[src/rtl/chess_tick_sched_pkg.sv]
// Shared types and constants for the chess clock turn scheduler.
package chess_tick_pkg;

  typedef enum logic [2:0] {
    SCHED_IDLE  = 3'd0,
    SCHED_RUN_A = 3'd1,
    SCHED_RUN_B = 3'd2,
    SCHED_PAUSE = 3'd3,
    SCHED_OVER  = 3'd4
  } t_sched_state;

  // BCD mm:ss, [3]=m10 [2]=m1 [1]=s10 [0]=s1
  typedef logic [3:0][3:0] t_bcd_time;

  localparam t_bcd_time c_time_max = 16'h9959;

  typedef enum logic {
    BCD_DEC1  = 1'b0,
    BCD_ADD_N = 1'b1
  } t_bcd_mode;

  // Out-of-range start digits are read as 9.
  function automatic logic [3:0] clamp_digit(input logic [3:0] d);
    return (d > 4'd9) ? 4'd9 : d;
  endfunction

endpackage

[src/rtl/chess_tick_sched_if.sv]
// Switch-side inputs and display-side outputs of the chess clock scheduler.
interface chess_tick_sched_if
  import chess_tick_pkg::*;
#(
  parameter int p_moves_w = 8
);
  logic [1:0][3:0]      i_init;
  logic                 i_restart;
  logic                 i_stop;
  logic                 i_player_a_press;
  logic                 i_player_b_press;
  t_bcd_time            o_player_a_time;
  t_bcd_time            o_player_b_time;
  logic                 o_player_a_turn;
  logic                 o_player_b_turn;
  logic                 o_running;
  logic                 o_player_a_flag;
  logic                 o_player_b_flag;
  logic [p_moves_w-1:0] o_moves;

  modport master (
    output i_init, i_restart, i_stop, i_player_a_press, i_player_b_press,
    input  o_player_a_time, o_player_b_time, o_player_a_turn, o_player_b_turn,
           o_running, o_player_a_flag, o_player_b_flag, o_moves
  );

  modport slave (
    input  i_init, i_restart, i_stop, i_player_a_press, i_player_b_press,
    output o_player_a_time, o_player_b_time, o_player_a_turn, o_player_b_turn,
           o_running, o_player_a_flag, o_player_b_flag, o_moves
  );
endinterface

[src/rtl/chess_tick_sched_bcd_time.sv]
// Combinational BCD time unit shared by both banks: one-second decrement
// (stops at 00:00) or add of the Fischer increment (saturates at 99:59).
module chess_tick_bcd_time
  import chess_tick_pkg::*;
#(
  parameter int p_inc_sec = 2
) (
  input  t_bcd_time time_in,
  input  t_bcd_mode mode,
  output t_bcd_time result,
  output logic      zero
);
  localparam logic [3:0] c_inc_s10 = 4'(p_inc_sec / 10);
  localparam logic [3:0] c_inc_s1  = 4'(p_inc_sec % 10);

  logic [4:0] s1_sum, s10_sum, m1_sum, m10_sum;
  logic       c_s1, c_s10, c_m1;

  // Digit-serial borrow chain for dec1, carry chain for add_n.
  always_comb begin
    result  = time_in;
    zero    = (time_in == '0);
    s1_sum  = {1'b0, time_in[0]} + {1'b0, c_inc_s1};
    c_s1    = (s1_sum > 5'd9);
    s10_sum = {1'b0, time_in[1]} + {1'b0, c_inc_s10} + {4'd0, c_s1};
    c_s10   = (s10_sum > 5'd5);
    m1_sum  = {1'b0, time_in[2]} + {4'd0, c_s10};
    c_m1    = (m1_sum > 5'd9);
    m10_sum = {1'b0, time_in[3]} + {4'd0, c_m1};
    if (mode == BCD_DEC1) begin
      if (!zero) begin
        if (time_in[0] != 4'd0) result[0] = time_in[0] - 4'd1;
        else begin
          result[0] = 4'd9;
          if (time_in[1] != 4'd0) result[1] = time_in[1] - 4'd1;
          else begin
            result[1] = 4'd5;
            if (time_in[2] != 4'd0) result[2] = time_in[2] - 4'd1;
            else begin
              result[2] = 4'd9;
              result[3] = time_in[3] - 4'd1;
            end
          end
        end
      end
    end else begin
      result[0] = c_s1  ? 4'(s1_sum - 5'd10) : s1_sum[3:0];
      result[1] = c_s10 ? 4'(s10_sum - 5'd6) : s10_sum[3:0];
      result[2] = c_m1  ? 4'd0 : m1_sum[3:0];
      result[3] = m10_sum[3:0];
      if (m10_sum > 5'd9) result = c_time_max;
    end
  end
endmodule

[src/rtl/chess_tick_sched.sv]
// Chess clock turn scheduler: owns both time banks, the 1 s prescaler,
// the turn FSM, Fischer increment on hand-over and the full-move counter.
module chess_tick_sched
  import chess_tick_pkg::*;
#(
  parameter int p_divider = 50_000_000,
  parameter int p_inc_sec = 2,
  parameter int p_moves_w = 8
) (
  input logic               i_clk_50m,
  input logic               i_rst,
  chess_tick_sched_if.slave bus
);
  localparam logic [2:0] ST_IDLE  = 3'(SCHED_IDLE);
  localparam logic [2:0] ST_RUN_A = 3'(SCHED_RUN_A);
  localparam logic [2:0] ST_RUN_B = 3'(SCHED_RUN_B);
  localparam logic [2:0] ST_PAUSE = 3'(SCHED_PAUSE);
  localparam logic [2:0] ST_OVER  = 3'(SCHED_OVER);

  localparam int              c_pre_w    = (p_divider > 2) ? $clog2(p_divider) : 1;
  localparam logic [c_pre_w-1:0] c_pre_last = c_pre_w'(p_divider - 1);

  logic [2:0]           state, state_nx;
  logic                 side_b, side_nx;   // side held by PAUSE / OVER
  t_bcd_time            time_a, time_a_nx, time_b, time_b_nx;
  logic [c_pre_w-1:0]   pre_cnt, pre_nx;
  logic [p_moves_w-1:0] moves, moves_nx;
  logic                 flag_a, flag_a_nx, flag_b, flag_b_nx;
  logic                 turn_a, turn_b, running;

  t_bcd_time init_time, bcd_in, bcd_res;
  t_bcd_mode bcd_mode;
  logic      bcd_zero, act_b, own_press, tick;

  assign init_time = {clamp_digit(bus.i_init[1]), clamp_digit(bus.i_init[0]), 8'h00};
  assign act_b     = (state == ST_RUN_B);
  assign bcd_in    = act_b ? time_b : time_a;
  assign own_press = act_b ? bus.i_player_b_press : bus.i_player_a_press;
  assign tick      = (pre_cnt == c_pre_last);
  assign bcd_mode  = own_press ? BCD_ADD_N : BCD_DEC1;

  chess_tick_bcd_time #(.p_inc_sec(p_inc_sec)) u_bcd (
    .time_in (bcd_in),
    .mode    (bcd_mode),
    .result  (bcd_res),
    .zero    (bcd_zero)
  );

  // Next-state: restart > flag fall > stop > press > tick.
  always_comb begin
    state_nx  = state;
    side_nx   = side_b;
    time_a_nx = time_a;
    time_b_nx = time_b;
    pre_nx    = pre_cnt;
    moves_nx  = moves;
    flag_a_nx = flag_a;
    flag_b_nx = flag_b;
    if (bus.i_restart) begin
      state_nx  = ST_IDLE;
      side_nx   = 1'b0;
      time_a_nx = init_time;
      time_b_nx = init_time;
      pre_nx    = '0;
      moves_nx  = '0;
      flag_a_nx = 1'b0;
      flag_b_nx = 1'b0;
    end else begin
      case (state)
        ST_IDLE: begin
          pre_nx = '0;
          if (bus.i_player_a_press)      state_nx = ST_RUN_B;
          else if (bus.i_player_b_press) state_nx = ST_RUN_A;
        end
        ST_RUN_A, ST_RUN_B: begin
          if (bcd_zero) begin
            state_nx = ST_OVER;
            side_nx  = act_b;
            if (act_b) flag_b_nx = 1'b1;
            else       flag_a_nx = 1'b1;
          end else if (bus.i_stop) begin
            state_nx = ST_PAUSE;
            side_nx  = act_b;
          end else if (own_press) begin
            pre_nx   = '0;
            state_nx = act_b ? ST_RUN_A : ST_RUN_B;
            if (act_b) begin
              time_b_nx = bcd_res;
              if (moves != {p_moves_w{1'b1}}) moves_nx = moves + 1'b1;
            end else begin
              time_a_nx = bcd_res;
            end
          end else if (tick) begin
            pre_nx = '0;
            if (act_b) time_b_nx = bcd_res;
            else       time_a_nx = bcd_res;
          end else begin
            pre_nx = pre_cnt + 1'b1;
          end
        end
        ST_PAUSE: if (bus.i_stop) state_nx = side_b ? ST_RUN_B : ST_RUN_A;
        default: ;
      endcase
    end
  end

  // State, banks and decoded status outputs, all registered.
  always_ff @(posedge i_clk_50m) begin
    if (i_rst) begin
      state   <= ST_IDLE;
      side_b  <= 1'b0;
      time_a  <= init_time;
      time_b  <= init_time;
      pre_cnt <= '0;
      moves   <= '0;
      flag_a  <= 1'b0;
      flag_b  <= 1'b0;
      turn_a  <= 1'b0;
      turn_b  <= 1'b0;
      running <= 1'b0;
    end else begin
      state   <= state_nx;
      side_b  <= side_nx;
      time_a  <= time_a_nx;
      time_b  <= time_b_nx;
      pre_cnt <= pre_nx;
      moves   <= moves_nx;
      flag_a  <= flag_a_nx;
      flag_b  <= flag_b_nx;
      turn_a  <= (state_nx == ST_RUN_A) ||
                 (((state_nx == ST_PAUSE) || (state_nx == ST_OVER)) && !side_nx);
      turn_b  <= (state_nx == ST_RUN_B) ||
                 (((state_nx == ST_PAUSE) || (state_nx == ST_OVER)) && side_nx);
      running <= (state_nx == ST_RUN_A) || (state_nx == ST_RUN_B);
    end
  end

  assign bus.o_player_a_time = time_a;
  assign bus.o_player_b_time = time_b;
  assign bus.o_player_a_turn = turn_a;
  assign bus.o_player_b_turn = turn_b;
  assign bus.o_running       = running;
  assign bus.o_player_a_flag = flag_a;
  assign bus.o_player_b_flag = flag_b;
  assign bus.o_moves         = moves;
endmodule
[src/flat_wrapper.sv]
// flat-port wrapper written by rule: the top's interface ports become plain ports
module chess_tick_sched_flat import chess_tick_pkg::*;
#(
  parameter int p_divider = 50_000_000,
  parameter int p_inc_sec = 2,
  parameter int p_moves_w = 8
)
  (i_clk_50m, i_rst, bus_i_init, bus_i_restart, bus_i_stop, bus_i_player_a_press, bus_i_player_b_press, bus_o_player_a_time, bus_o_player_b_time, bus_o_player_a_turn, bus_o_player_b_turn, bus_o_running, bus_o_player_a_flag, bus_o_player_b_flag, bus_o_moves);
  chess_tick_sched_if #(.p_moves_w(p_moves_w)) bus_i ();
  input logic i_clk_50m;
  input logic i_rst;
  input wire logic [$bits(bus_i.i_init)-1:0] bus_i_init;
  input wire logic [$bits(bus_i.i_restart)-1:0] bus_i_restart;
  input wire logic [$bits(bus_i.i_stop)-1:0] bus_i_stop;
  input wire logic [$bits(bus_i.i_player_a_press)-1:0] bus_i_player_a_press;
  input wire logic [$bits(bus_i.i_player_b_press)-1:0] bus_i_player_b_press;
  output wire logic [$bits(bus_i.o_player_a_time)-1:0] bus_o_player_a_time;
  output wire logic [$bits(bus_i.o_player_b_time)-1:0] bus_o_player_b_time;
  output wire logic [$bits(bus_i.o_player_a_turn)-1:0] bus_o_player_a_turn;
  output wire logic [$bits(bus_i.o_player_b_turn)-1:0] bus_o_player_b_turn;
  output wire logic [$bits(bus_i.o_running)-1:0] bus_o_running;
  output wire logic [$bits(bus_i.o_player_a_flag)-1:0] bus_o_player_a_flag;
  output wire logic [$bits(bus_i.o_player_b_flag)-1:0] bus_o_player_b_flag;
  output wire logic [$bits(bus_i.o_moves)-1:0] bus_o_moves;
  assign bus_i.i_init = bus_i_init;
  assign bus_i.i_restart = bus_i_restart;
  assign bus_i.i_stop = bus_i_stop;
  assign bus_i.i_player_a_press = bus_i_player_a_press;
  assign bus_i.i_player_b_press = bus_i_player_b_press;
  assign bus_o_player_a_time = bus_i.o_player_a_time;
  assign bus_o_player_b_time = bus_i.o_player_b_time;
  assign bus_o_player_a_turn = bus_i.o_player_a_turn;
  assign bus_o_player_b_turn = bus_i.o_player_b_turn;
  assign bus_o_running = bus_i.o_running;
  assign bus_o_player_a_flag = bus_i.o_player_a_flag;
  assign bus_o_player_b_flag = bus_i.o_player_b_flag;
  assign bus_o_moves = bus_i.o_moves;
  chess_tick_sched #(.p_divider(p_divider), .p_inc_sec(p_inc_sec), .p_moves_w(p_moves_w)) u_core (.i_clk_50m(i_clk_50m), .i_rst(i_rst), .bus(bus_i));
endmodule
[config.mk]
export PLATFORM = sky130hd
export DESIGN_NAME = chess_tick_sched_flat
export DESIGN_NICKNAME = d
export VERILOG_FILES = /design/src/rtl/chess_tick_sched_pkg.sv /design/src/rtl/chess_tick_sched_if.sv /design/src/rtl/chess_tick_sched_bcd_time.sv /design/src/rtl/chess_tick_sched.sv /design/src/flat_wrapper.sv
export SDC_FILE = /design/constraint.sdc
export NUM_CORES = 1
export LEC_CHECK = 0
export BUFFER_PORTS_ARGS = -buffer_cell sky130_fd_sc_hd__buf_2
export CORE_UTILIZATION = 40
export DETAILED_ROUTE_END_ITERATION = 6
export PLACE_DENSITY = 0.56
export SKIP_CTS_REPAIR_TIMING = 1
export SLEW_MARGIN = 40
export SYNTH_ARGS = -nofsm -noshare
export SYNTH_HDL_FRONTEND = slang
export SYNTH_HIERARCHICAL = 1
export SYNTH_SLANG_ARGS = --single-unit
[constraint.sdc]
create_clock -name i_clk_50m -period 10.7 [get_ports i_clk_50m]
set_input_delay 0.535 -clock i_clk_50m [delete_from_list [all_inputs] [get_ports i_clk_50m]]
set_output_delay 0.535 -clock i_clk_50m [all_outputs]
set_load 0.02 [all_outputs]
# Word-level counts from Yosys, hierarchy flattened

Index checks and enable logic that the tools add are counted.

Bits of input ports: 14
Output and inout port bits: 45
Register bits: 75

Reductions and logical operators: 24
Mux-type cells: 51
Bitwise logic cells: 3
Equality and inequality tests: 13
Add/sub/neg operators: 12
Magnitude comparators: 6

Operator list:

| cell                    | number |
|---|---|
| $mux W16                | 19 |
| $mux W26                | 4 |
| $pmux W26 S2            | 1 |
| $mux W4                 | 9 |
| $add A26 B1 Y26 const B | 1 |
| $eq A26 B26 Y1 const B  | 1 |
| $mux W3                 | 7 |
| $logic_not A16 Y1       | 1 |
| $reduce_bool A4 Y1      | 4 |
| $sub A4 B1 Y4 const B   | 4 |
| $add A4 B1 Y5           | 3 |
| $gt A5 B4 Y1 const B    | 3 |
| $eq A3 B2 Y1 const B    | 4 |
| $mux W12                | 1 |
| $pmux W3 S3             | 1 |
| $reduce_and A3 Y1       | 3 |
| $add A8 B1 Y8 const B   | 1 |
| $gt A4 B4 Y1 const B    | 2 |
| $mux W8                 | 1 |
| $ne A8 B8 Y1 const B    | 1 |
| $reduce_and A4 Y1       | 2 |
| $eq A3 B1 Y1 const B    | 2 |
| $mux W1                 | 6 |
| $ne A3 B3 Y1 const B    | 2 |
| other kinds (16)        | 26 |

# Logic depth before layout (Yosys ltp)

Gate-level depths: netlist of run 1.

Depth after elaboration: 20
Gate-level depth with buffers: 32

# Hierarchy

Netlist of run 1, hierarchy kept.

By module, submodules not included:

| module              | cells an instance | instances | seq. area each (um^2) | area an instance (um^2) |
|---|---|---|---|---|
| chess_tick_sched    | 442               | 1         | 1,661.6               | 3,991.3 |
| chess_tick_bcd_time | 168               | 1         | 0.0                   | 1,127.3 |

# Worst setup path after synthesis of run 1

No wires, ideal clock.

Kind: register to register
Start point: register u_core.state[1]
End point: register u_core.time_b (netlist bit u_core/bus.o_player_b_time[10]) (data pin)
Required time: 10.548 ns
Slack: 4.070 ns
Arrival time: 6.477 ns
Stages on the path, launching flop included: 32
Cells stage by stage: dfxtp_1 -> buf_4 -> nor3b_2 -> buf_2 -> mux2_2 -> buf_6 -> inv_1 -> ha_1 -> nand3b_1 -> a22o_1 -> ha_1 -> clkbuf_1 -> xnor2_1 -> inv_1 -> ha_1 -> a21o_1 -> a31oi_1 -> inv_2 -> ha_1 -> ha_1 -> o211ai_1 -> a222oi_1 -> ha_1 -> ha_1 -> nand2b_1 -> a31o_2 -> a31o_1 -> clkbuf_1 -> nor3b_1 -> o32a_1 -> nand2_1 -> o21ai_0

RTL lines:

| element                | line                    | text |
|---|---|---|
| start, declared        | chess_tick_sched.sv:23  | `logic [2:0] state, state_nx;` |
| start signal, assigned | chess_tick_sched.sv:122 | `state <= state_nx;` |
| end signal, assigned   | chess_tick_sched.sv:113 | `time_b <= init_time;` |
| end signal, assigned   | chess_tick_sched.sv:125 | `time_b <= time_b_nx;` |
| end, declared          | chess_tick_sched.sv:25  | `t_bcd_time time_a, time_a_nx, time_b, time_b_nx;` |

==> results of run 1 <==
layer usage:
metal,GRT usage,vias to the layer above
li1,-,2331
met1,0.244,2193
met2,0.357,80
met3,0.0532,11
met4,0.0675,0
met5,0,-
cell families (layout without fill, tap and decap cells):
group | Yosys count | after routing
AND/OR/NAND/NOR | 256 | 256
flip-flops | 75 | 75
multiplexers | 41 | 41
adder cells (fa/ha/maj) | 16 | 16
AO/OA/AOI/OAI | 141 | 141
buffers and inverters | 63 | 101
XOR/XNOR | 18 | 18
layout make-up:
class | count | area (um^2) | share of cell area
clock buffers | 12 | 268 | 0.0466
well taps | 168 | 210 | 0.0366
multi-input cells | 472 | 3180 | 0.553
repair buffers | 61 | 313 | 0.0545
flip-flops and latches | 75 | 1660 | 0.289
inverters | 24 | 90.1 | 0.0157
clock inverters | 4 | 22.5 | 0.00392
worst reg2reg max path: cells and delay by family (launching register included):
kind	cells	cell delay (ps)
AO/OA/AOI/OAI	9	2360
XOR/XNOR	1	240
adder cells (fa/ha/maj)	7	1790
buffers and inverters	5	680
flip-flops	1	630
multiplexers	1	500
AND/OR/NAND/NOR	5	900
path summary, 6_finish.rpt:
check / startpoint / end / slack [ps] / depth (start not counted)
max reg2reg: u_core/state[1] / u_core/bus.o_player_a_time[10] / 3460 / 28
min: i_rst / u_core/bus.o_player_a_turn / 450 / 2
max: u_core/state[1] / u_core/bus.o_player_a_time[10] / 3460 / 28
min reg2reg: flop / flop / 470 / 2
power groups by stage:
| stage | Combinational (uW) | Clock (uW) | Sequential [uW] |
|---|---|---|---|
| floorplan | 75.5 | 0 | 315 |
| global placement | 109 | 0 | 308 |
| detailed placement | 110 | 0 | 308 |
| CTS | 110 | 306 | 302 |
| global route | 123 | 318 | 303 |
| finish | 110 | 296 | 302 |
metrics by stage:
stage / instances / instance area [um^2] / hold slack, ps / setup slack [ps]
finish: 816 / 5740 / 454 / 3460
global route: 816 / 5740 / 461 / 2870
CTS: 816 / 5730 / 442 / 3480
detailed placement: 800 / 5440 / 471 / 3510
global placement: 800 / 5440 / 452 / 3780
floorplan: 610 / 5120 / 458 / 4070
cells in the final DEF, fill, tap and decap left out, drive strengths merged, types with 8 or more instances in the layout:
cell type and count:
a21oi 24, a31oi 13, buf 61, clkbuf 12, dfxtp 59, edfxtp 16, ha 16, inv 24
mux2 19, mux2i 22, nand2 78, nand3 30, nand4 13, nor2 43, nor3 21, nor4 15
o211ai 11, o21a 8, o21ai 33, or4 10, xnor2 16
==> flow_metrics.tcl, run 1 <==
set metrics [dict create \
    via_count 4615 \
    fin_worst_skew_ps 8.36 \
    synth_top_flop_cell "dfxtp_1" \
    start_util 0.417 \
    synth_fp_nets 640 \
    critical-path-max-stage-delay_ps 630 \
    final_max_slew_viol_count 0 \
    row_count 40 \
    clk_root_buffer_cell "clkbuf_16" \
    gr-usage-all-layers 0.204 \
    timing.final.crit_share 0.677 \
    sequentialPowerShare 0.426 \
    critical-path-top-delay-family "compound AO/OA/AOI/OAI gates" \
    synth-simple-area-share 0.267 \
    synthesis.area_per_instance_um2 8.39 \
    diodes 0 \
    die_x_um 115 \
    design.die.area_mm2 0.0133 \
    max-slew-margin-rel 0.520 \
    core_region_area_mm2 0.0123 \
    path_max_fanout 21 \
    maxCapViolCount 0 \
    p_r_area_growth_vs_syn_pct 12.1 \
    cts.htree.levels 3 \
    unrepaired_setup_endpoints_after_global_routing "false" \
    synthCells 610 \
    asyncSetResetFlopFracSynth 0 \
    cp_data_arrival_time_ps 7420 \
    timing.critical_path.mode_cell "ha_1" \
    synth_most_common_cell "nand2_1" \
    worst-setup-path-type "reg -> reg" \
    synth_compound_gate_area_share 0.196 \
    grt_first_pass_wirelength_mm 21.1 \
    cell_area_power_density_mw_per_mm2 123 \
    power_leakage_uw 0.00217 \
    place.port_buffers 58 \
    clock_path_buffers 2 \
    final_layout_size_suffix_gt1_frac 0.202 \
    totalPowerFinal_uw 708 \
    route.met2.wl_mm 6.37 \
    synth.area.mux_share 0.0848 \
    drc 0 \
    pwr-share-clk 0.418 \
    hold_viol_final 0 \
    synth-seq-area-share 0.325 \
    synth-edff-count 16 \
    wl_per_cell_um 15.7 \
    synth.lib_cells_used.distinct 88 \
    pin_count_of_the_biggest_net_entering_global_routing 43 \
    insertion_delay_ps 350 \
    yosys.area.top_type "dfxtp_1" \
    timing.critical_path.buf_inv 5 \
    place.gp.congestion 0.834 \
    power_switching_share 0.276 \
    outcome "finished, final reports clean" \
    synth.top_cells.by_area "dfxtp_1, edfxtp_1, nand2_1" \
    first_global_vias 4395 \
    timing.setup.tns_ps 0 \
    crit_path_end_kind "flop" \
    yosys.area.top_type_share 0.231 \
    1st_pass_router_iterations 7 \
    detailed_place_hpwl_mm 9.14 \
    worstSetupStartpointType "flop" \
    required_time_reported_for_the_critical_path_endpoint_ps 10880 \
    setup_viol 0 \
    synth_top_family_by_area "simple AND/OR/NAND/NOR gates" \
    finalWirelength_mm 12.8 \
    met1Wirelength_mm 5.82 \
    yosys_warnings 6 \
    xor_xnor_share_of_the_synthesized_area 0.0308 \
    boundaryPins 59 \
    filler_cell_count 1208 \
    detail_route.iter0.violations 197 \
    power.internal_uw 513 \
    grt_antenna_before_repair 0 \
    worst_ir_drop_vdd_uv 83.8 \
    met3_wirelength_um 420 \
    max_freq_mhz 138 \
    timing.final.crit_period_ps 7240 \
    most_frequent_cells_after_synthesis "nand2_1, dfxtp_1, nor2_1, nand3_1, o21ai_0" \
    layout.core_utilization 0.468 \
    post_drt_via_cell_ratio 5.66 \
    ys_seq_elements 75 \
    netlist_area_mm2 0.00512 \
    power_frac_comb 0.155 \
    final_antenna_net_count 0 \
    worstMarginPinSlew_ps 720 \
    synth_adder_area_share 0.0391 \
    clock-sinks 75 \
    routed.top_layer "met4" \
    timing.hold.worst.class "in -> reg" \
    cts-buffers-inserted 9 \
    finish.net_count 673 \
    switching_power_uw 196 \
    cts_tree "built" \
    total_gr_overflow 0 \
    critical_path.slowest_cell "dfxtp_1" \
    cts.clk_slew.worst_paths_ps 60 \
    floorplan.die.height_um 115 \
]
No activity file was read; power rests on OpenSTA's default activity.
==> run 2, diff against run 1 <==
--- a/config.mk
+++ b/config.mk
@@ -8,7 +8,7 @@
 export BUFFER_PORTS_ARGS = -buffer_cell sky130_fd_sc_hd__buf_2
 export CORE_UTILIZATION = 40
 export DETAILED_ROUTE_END_ITERATION = 6
-export PLACE_DENSITY = 0.56
+export PLACE_DENSITY = 0.58
 export SKIP_CTS_REPAIR_TIMING = 1
 export SLEW_MARGIN = 40
 export SYNTH_ARGS = -nofsm -noshare
==> constraint.sdc (replaced) <==
create_clock -name i_clk_50m -period 6.55 [get_ports i_clk_50m]
set_input_delay 0.3275 -clock i_clk_50m [delete_from_list [all_inputs] [get_ports i_clk_50m]]
set_output_delay 0.3275 -clock i_clk_50m [all_outputs]
set_load 0.02 [all_outputs]
==> flow_metrics.tcl, run 2 (same netlist as run 1, synthesis figures left out) <==
set metrics [dict create \
    outcome "finished, final reports clean" \
    worst_ir_drop_vdd_uv 182 \
    crit_path_start "u_core/state[0]" \
    cts_tree "built" \
    max-slew-margin-rel 0.468 \
    cts.clk_slew.worst_paths_ps 50 \
    1st_pass_router_iterations 5 \
    worstSetupStartpointType "flop" \
    path_max_fanout 11 \
    fin_worst_skew_ps 9.52 \
    detail_route.iter0.violations 298 \
    place.gp.congestion 0.878 \
    power_leakage_uw 0.00219 \
    floorplan.die.height_um 115 \
    pin_count_of_the_biggest_net_entering_global_routing 43 \
    setup_viol 0 \
    worst_hold_path.num_cells 2 \
    first_global_vias 4678 \
    timing.rr.end "u_core/bus.o_player_a_time[10]" \
    wl_per_cell_um 16.0 \
    boundaryPins 59 \
    filler_cell_count 1188 \
    grt_first_pass_wirelength_mm 22.1 \
    layout.cells.non_filler 821 \
    place.port_buffers 58 \
    gr-usage-all-layers 0.210 \
    final_layout_size_suffix_gt1_frac 0.213 \
    maxCapViolCount 0 \
    clock_path_buffers 2 \
    timing.hold.worst.class "in -> reg" \
    post_drt_via_cell_ratio 5.75 \
    cts-buffers-inserted 9 \
    row_count 40 \
    final_max_slew_viol_count 0 \
    hold_path.startpoint "i_rst" \
    diodes 0 \
    timing.hold.worst_endpoint "u_core/bus.o_player_a_turn" \
    dpl.cell_count 806 \
    worst-setup-path-type "reg -> reg" \
    worstMarginPinSlew_ps 799 \
    clk_root_buffer_cell "clkbuf_16" \
    clock-sinks 75 \
    finish.net_count 680 \
    grt_antenna_before_repair 0 \
    critical_path.reg2reg.startpoint "u_core/state[0]" \
    mostFrequentLayoutCell "nand2_1" \
    timing.final.crit_share 0.941 \
    most_frequent_cells_in_the_layout "nand2_1, buf_2, dfxtp_1" \
    final_antenna_net_count 0 \
    cts.htree.levels 3 \
    p_r_area_growth_vs_syn_pct 13.3 \
    die_x_um 115 \
    drc 0 \
    detailed_place_hpwl_mm 9.53 \
    cp_data_arrival_time_ps 6340 \
    timing.final.crit_period_ps 6160 \
    start_util 0.417 \
    via_count 4724 \
    timing.setup.tns_ps 0 \
    ff2ff_path_depth 27 \
    required_time_reported_for_the_critical_path_endpoint_ps 6730 \
    crit_path_end_kind "flop" \
    worst-r2r-setup-slack_ps 390 \
    core_region_area_mm2 0.0123 \
    cell_area_power_density_mw_per_mm2 191 \
    unrepaired_setup_endpoints_after_global_routing "false" \
    insertion_delay_ps 340 \
    design.die.area_mm2 0.0133 \
    max_freq_mhz 162 \
    hold_viol_final 0 \
    total_gr_overflow 0 \
    finalWirelength_mm 13.2 \
]
==> run 2: layer usage <==
layer | share of wire | GRT usage | vias up
met3 | 0.035 | 0.0474 | 17
met2 | 0.50 | 0.376 | 80
met1 | 0.44 | 0.248 | 2281
met5 | 0 | 0 | -
li1 | - | - | 2346
met4 | 0.019 | 0.0710 | 0
==> run 2: how the worst max path moves through the flow <==
stage,end,slack (ps),cells past startpoint
2_1_floorplan,u_core/bus.o_player_b_time[10],40,31
3_3_place_gp,u_core/bus.o_player_b_time[10],440,26
3_5_place_dp,u_core/bus.o_player_a_time[10],200,26
4_1_cts,u_core/bus.o_player_a_time[10],190,26
5_1_grt,u_core/bus.o_player_a_time[10],10,27
6_report,u_core/bus.o_player_a_time[10],390,27
==> run 2: critical path, stage by stage, from the launching register on <==
cell and delay (ps):
dfxtp_1 330, nor3b_4 180, buf_4 170, mux2_4 370, inv_1 120, ha_1 260, nand3b_1 190, a22o_1 260
ha_1 210, xnor2_1 200, inv_1 70, ha_1 200, a21o_1 200, a31oi_4 230, inv_2 60, ha_1 220
ha_2 370, o211ai_1 90, a222oi_1 380, ha_2 290, ha_1 250, nand2b_1 150, a31o_2 280, a31o_4 290
nor3b_1 190, o32a_1 180, nand2_1 60, o21ai_0 180
==> run 2: power by group <==
part	switching (uW)	total [uW]	internal, uW
Clock	177	428	252
Combinational	122	192	70.0
Sequential	5.45	491	485
Total	304	1110	807
==> run 2: layout make-up <==
| type | count | area, um^2 | area share |
|---|---|---|---|
| inverters | 24 | 90.1 | 0.0155 |
| multi-input cells | 472 | 3220 | 0.556 |
| clock inverters | 1 | 5.00 | 0.000863 |
| repair buffers | 68 | 369 | 0.0636 |
| clock buffers | 13 | 240 | 0.0414 |
| well taps | 168 | 210 | 0.0362 |
| flip-flops and latches | 75 | 1660 | 0.287 |
==> run 2: stage by stage <==
step / hold WS [ps] / utilization / instance area, um^2 / setup WS [ps] / total power [uW]
after CTS: 254 / 0.468 / 5740 / 189 / 1120
final: 257 / 0.473 / 5800 / 389 / 1110
after floorplan: 458 / - / 5130 / 36.5 / 638
after global routing: 265 / 0.473 / 5800 / 13.5 / 1160
after detailed placement: 472 / 0.448 / 5500 / 204 / 687
after global placement: 450 / 0.448 / 5500 / 442 / 685
==> run 3, diff against run 2 <==
--- a/config.mk
+++ b/config.mk
@@ -5,7 +5,7 @@
 export SDC_FILE = /design/constraint.sdc
 export NUM_CORES = 1
 export LEC_CHECK = 0
-export BUFFER_PORTS_ARGS = -buffer_cell sky130_fd_sc_hd__buf_2
+export BUFFER_PORTS_ARGS = -buffer_cell sky130_fd_sc_hd__clkbuf_2
 export CORE_UTILIZATION = 40
 export DETAILED_ROUTE_END_ITERATION = 6
 export PLACE_DENSITY = 0.58
==> flow_metrics.tcl, run 3 (same netlist as run 1, synthesis figures left out) <==
set metrics [dict create \
    outcome "finished, final reports clean" \
    timing.rr.end "u_core/bus.o_player_a_time[10]" \
    cts.clk_slew.worst_paths_ps 60 \
    design.die.area_mm2 0.0133 \
    via_count 4729 \
    critical-path-max-stage-delay_ps 370 \
    drc 0 \
    die_x_um 115 \
    fin_worst_skew_ps 4.62 \
    cts-buffers-inserted 9 \
    finish.net_count 681 \
    worst_slack_ps 385 \
    met1Wirelength_mm 5.68 \
    timing.final.crit_period_ps 6170 \
    most_frequent_cells_in_the_layout "nand2_1, clkbuf_2, dfxtp_1" \
    max-slew-margin-rel 0.488 \
    crit_path_end_kind "flop" \
    total_gr_overflow 0 \
    worst_ir_drop_vdd_uv 141 \
    cts_tree "built" \
    post_drt_via_cell_ratio 5.75 \
    routed.top_layer "met4" \
    detail_route.iter0.violations 276 \
    final_max_slew_viol_count 0 \
    cts.htree.levels 3 \
    detailed_place_hpwl_mm 9.44 \
    met3_wirelength_um 529 \
    clock_path_buffers 2 \
    gr-usage-all-layers 0.212 \
    insertion_delay_ps 340 \
    hold_path.startpoint "i_rst" \
    filler_cell_count 1185 \
    grt_antenna_before_repair 0 \
    critical_path.slowest_cell "mux2_4" \
    floorplan.die.height_um 115 \
    route.met2.wl_mm 6.80 \
    cell_area_power_density_mw_per_mm2 206 \
    setup_viol 0 \
    start_util 0.417 \
    timing.hold.worst_endpoint "u_core/bus.o_player_a_turn" \
    worst-setup-path-type "reg -> reg" \
    grt_first_pass_wirelength_mm 22.2 \
    worstMarginPinSlew_ps 768 \
    timing.final.crit_share 0.941 \
    hold_viol_final 0 \
    mostFrequentLayoutCell "nand2_1" \
    pin_count_of_the_biggest_net_entering_global_routing 43 \
    core_region_area_mm2 0.0123 \
    ff2ff_path_depth 28 \
    cp_data_arrival_time_ps 6350 \
    totalPowerFinal_uw 1200 \
    max_freq_mhz 162 \
    place.port_buffers 58 \
    row_count 40 \
    worst_hold_path.num_cells 2 \
    path_max_fanout 11 \
    p_r_area_growth_vs_syn_pct 14.4 \
    diodes 0 \
    wl_per_cell_um 16.1 \
    clk_root_buffer_cell "clkbuf_16" \
    timing.setup.tns_ps 0 \
    final_layout_size_suffix_gt1_frac 0.217 \
    timing.critical_path.mode_cell "ha_1" \
    place.gp.congestion 0.872 \
    required_time_reported_for_the_critical_path_endpoint_ps 6740 \
    timing.critical_path.buf_inv 4 \
    first_global_vias 4588 \
    boundaryPins 59 \
    maxCapViolCount 0 \
    critical-path-top-delay-family "compound AO/OA/AOI/OAI gates" \
    clock-sinks 75 \
    critical_path.reg2reg.startpoint "u_core/state[0]" \
    timing.hold.worst.class "in -> reg" \
    1st_pass_router_iterations 5 \
    worstSetupStartpointType "flop" \
    final_antenna_net_count 0 \
    post-place-ws_ps 207 \
    worst-r2r-setup-slack_ps 380 \
    finalWirelength_mm 13.2 \
    power_leakage_uw 0.00220 \
]
==> run 3: cell types whose count changed in the layout (fill, tap and decap cells not counted), moves of 2 or more <==
cell / before / now
clkbuf_8: 0 / 4
buf_2: 58 / 0
clkbuf_2: 0 / 58
clkbuf_1: 4 / 1
buf_4: 9 / 11
==> run 3: layer usage <==
| metal | global-route usage | up-vias |
|---|---|---|
| li1 | - | 2344 |
| met1 | 0.249 | 2280 |
| met2 | 0.384 | 92 |
| met3 | 0.0406 | 13 |
| met4 | 0.0727 | 0 |
| met5 | 0 | - |
==> run 3: worst max path at each step <==
stage	from	end	depth (start not counted)
finish	u_core/state[0]	u_core/bus.o_player_a_time[10]	28
global route	u_core/state[0]	u_core/bus.o_player_b_time[10]	27
CTS	u_core/state[2]	u_core/bus.o_player_a_time[10]	26
detailed placement	u_core/state[2]	u_core/bus.o_player_a_time[10]	26
global placement	u_core/state[2]	u_core/bus.o_player_b_time[10]	26
floorplan	u_core/state[1]	u_core/bus.o_player_b_time[10]	31
==> run 3: cell type report <==
class / instances / area [um^2] / share of cell area
Inverter: 24 / 90.1 / 0.0154
Timing Repair Buffer: 69 / 373 / 0.0637
Clock buffer: 14 / 284 / 0.0485
Tap cell: 168 / 210 / 0.0359
Clock inverter: 1 / 30.0 / 0.00513
Multi-Input combinational cell: 472 / 3210 / 0.547
Sequential cell: 75 / 1660 / 0.284
==> run 3: power breakdown <==
part | total [uW] | internal, uW | leakage (uW) | switching, uW
sequential | 491 | 485 | 0.000646 | 5.78
clock | 523 | 335 | 0.000155 | 188
combinational | 190 | 68.6 | 0.00140 | 121
total | 1200 | 888 | 0.00220 | 315
==> run 3: stage by stage <==
| step | area (um^2) | instances | util | hold slack (ps) |
|---|---|---|---|---|
| finish | 5860 | 823 | 0.478 | 264 |
| global route | 5860 | 823 | 0.478 | 291 |
| CTS | 5810 | 821 | 0.474 | 258 |
| detailed placement | 5500 | 806 | 0.448 | 464 |
| global placement | 5500 | 806 | 0.448 | 452 |
| floorplan | 5130 | 610 | - | 458 |
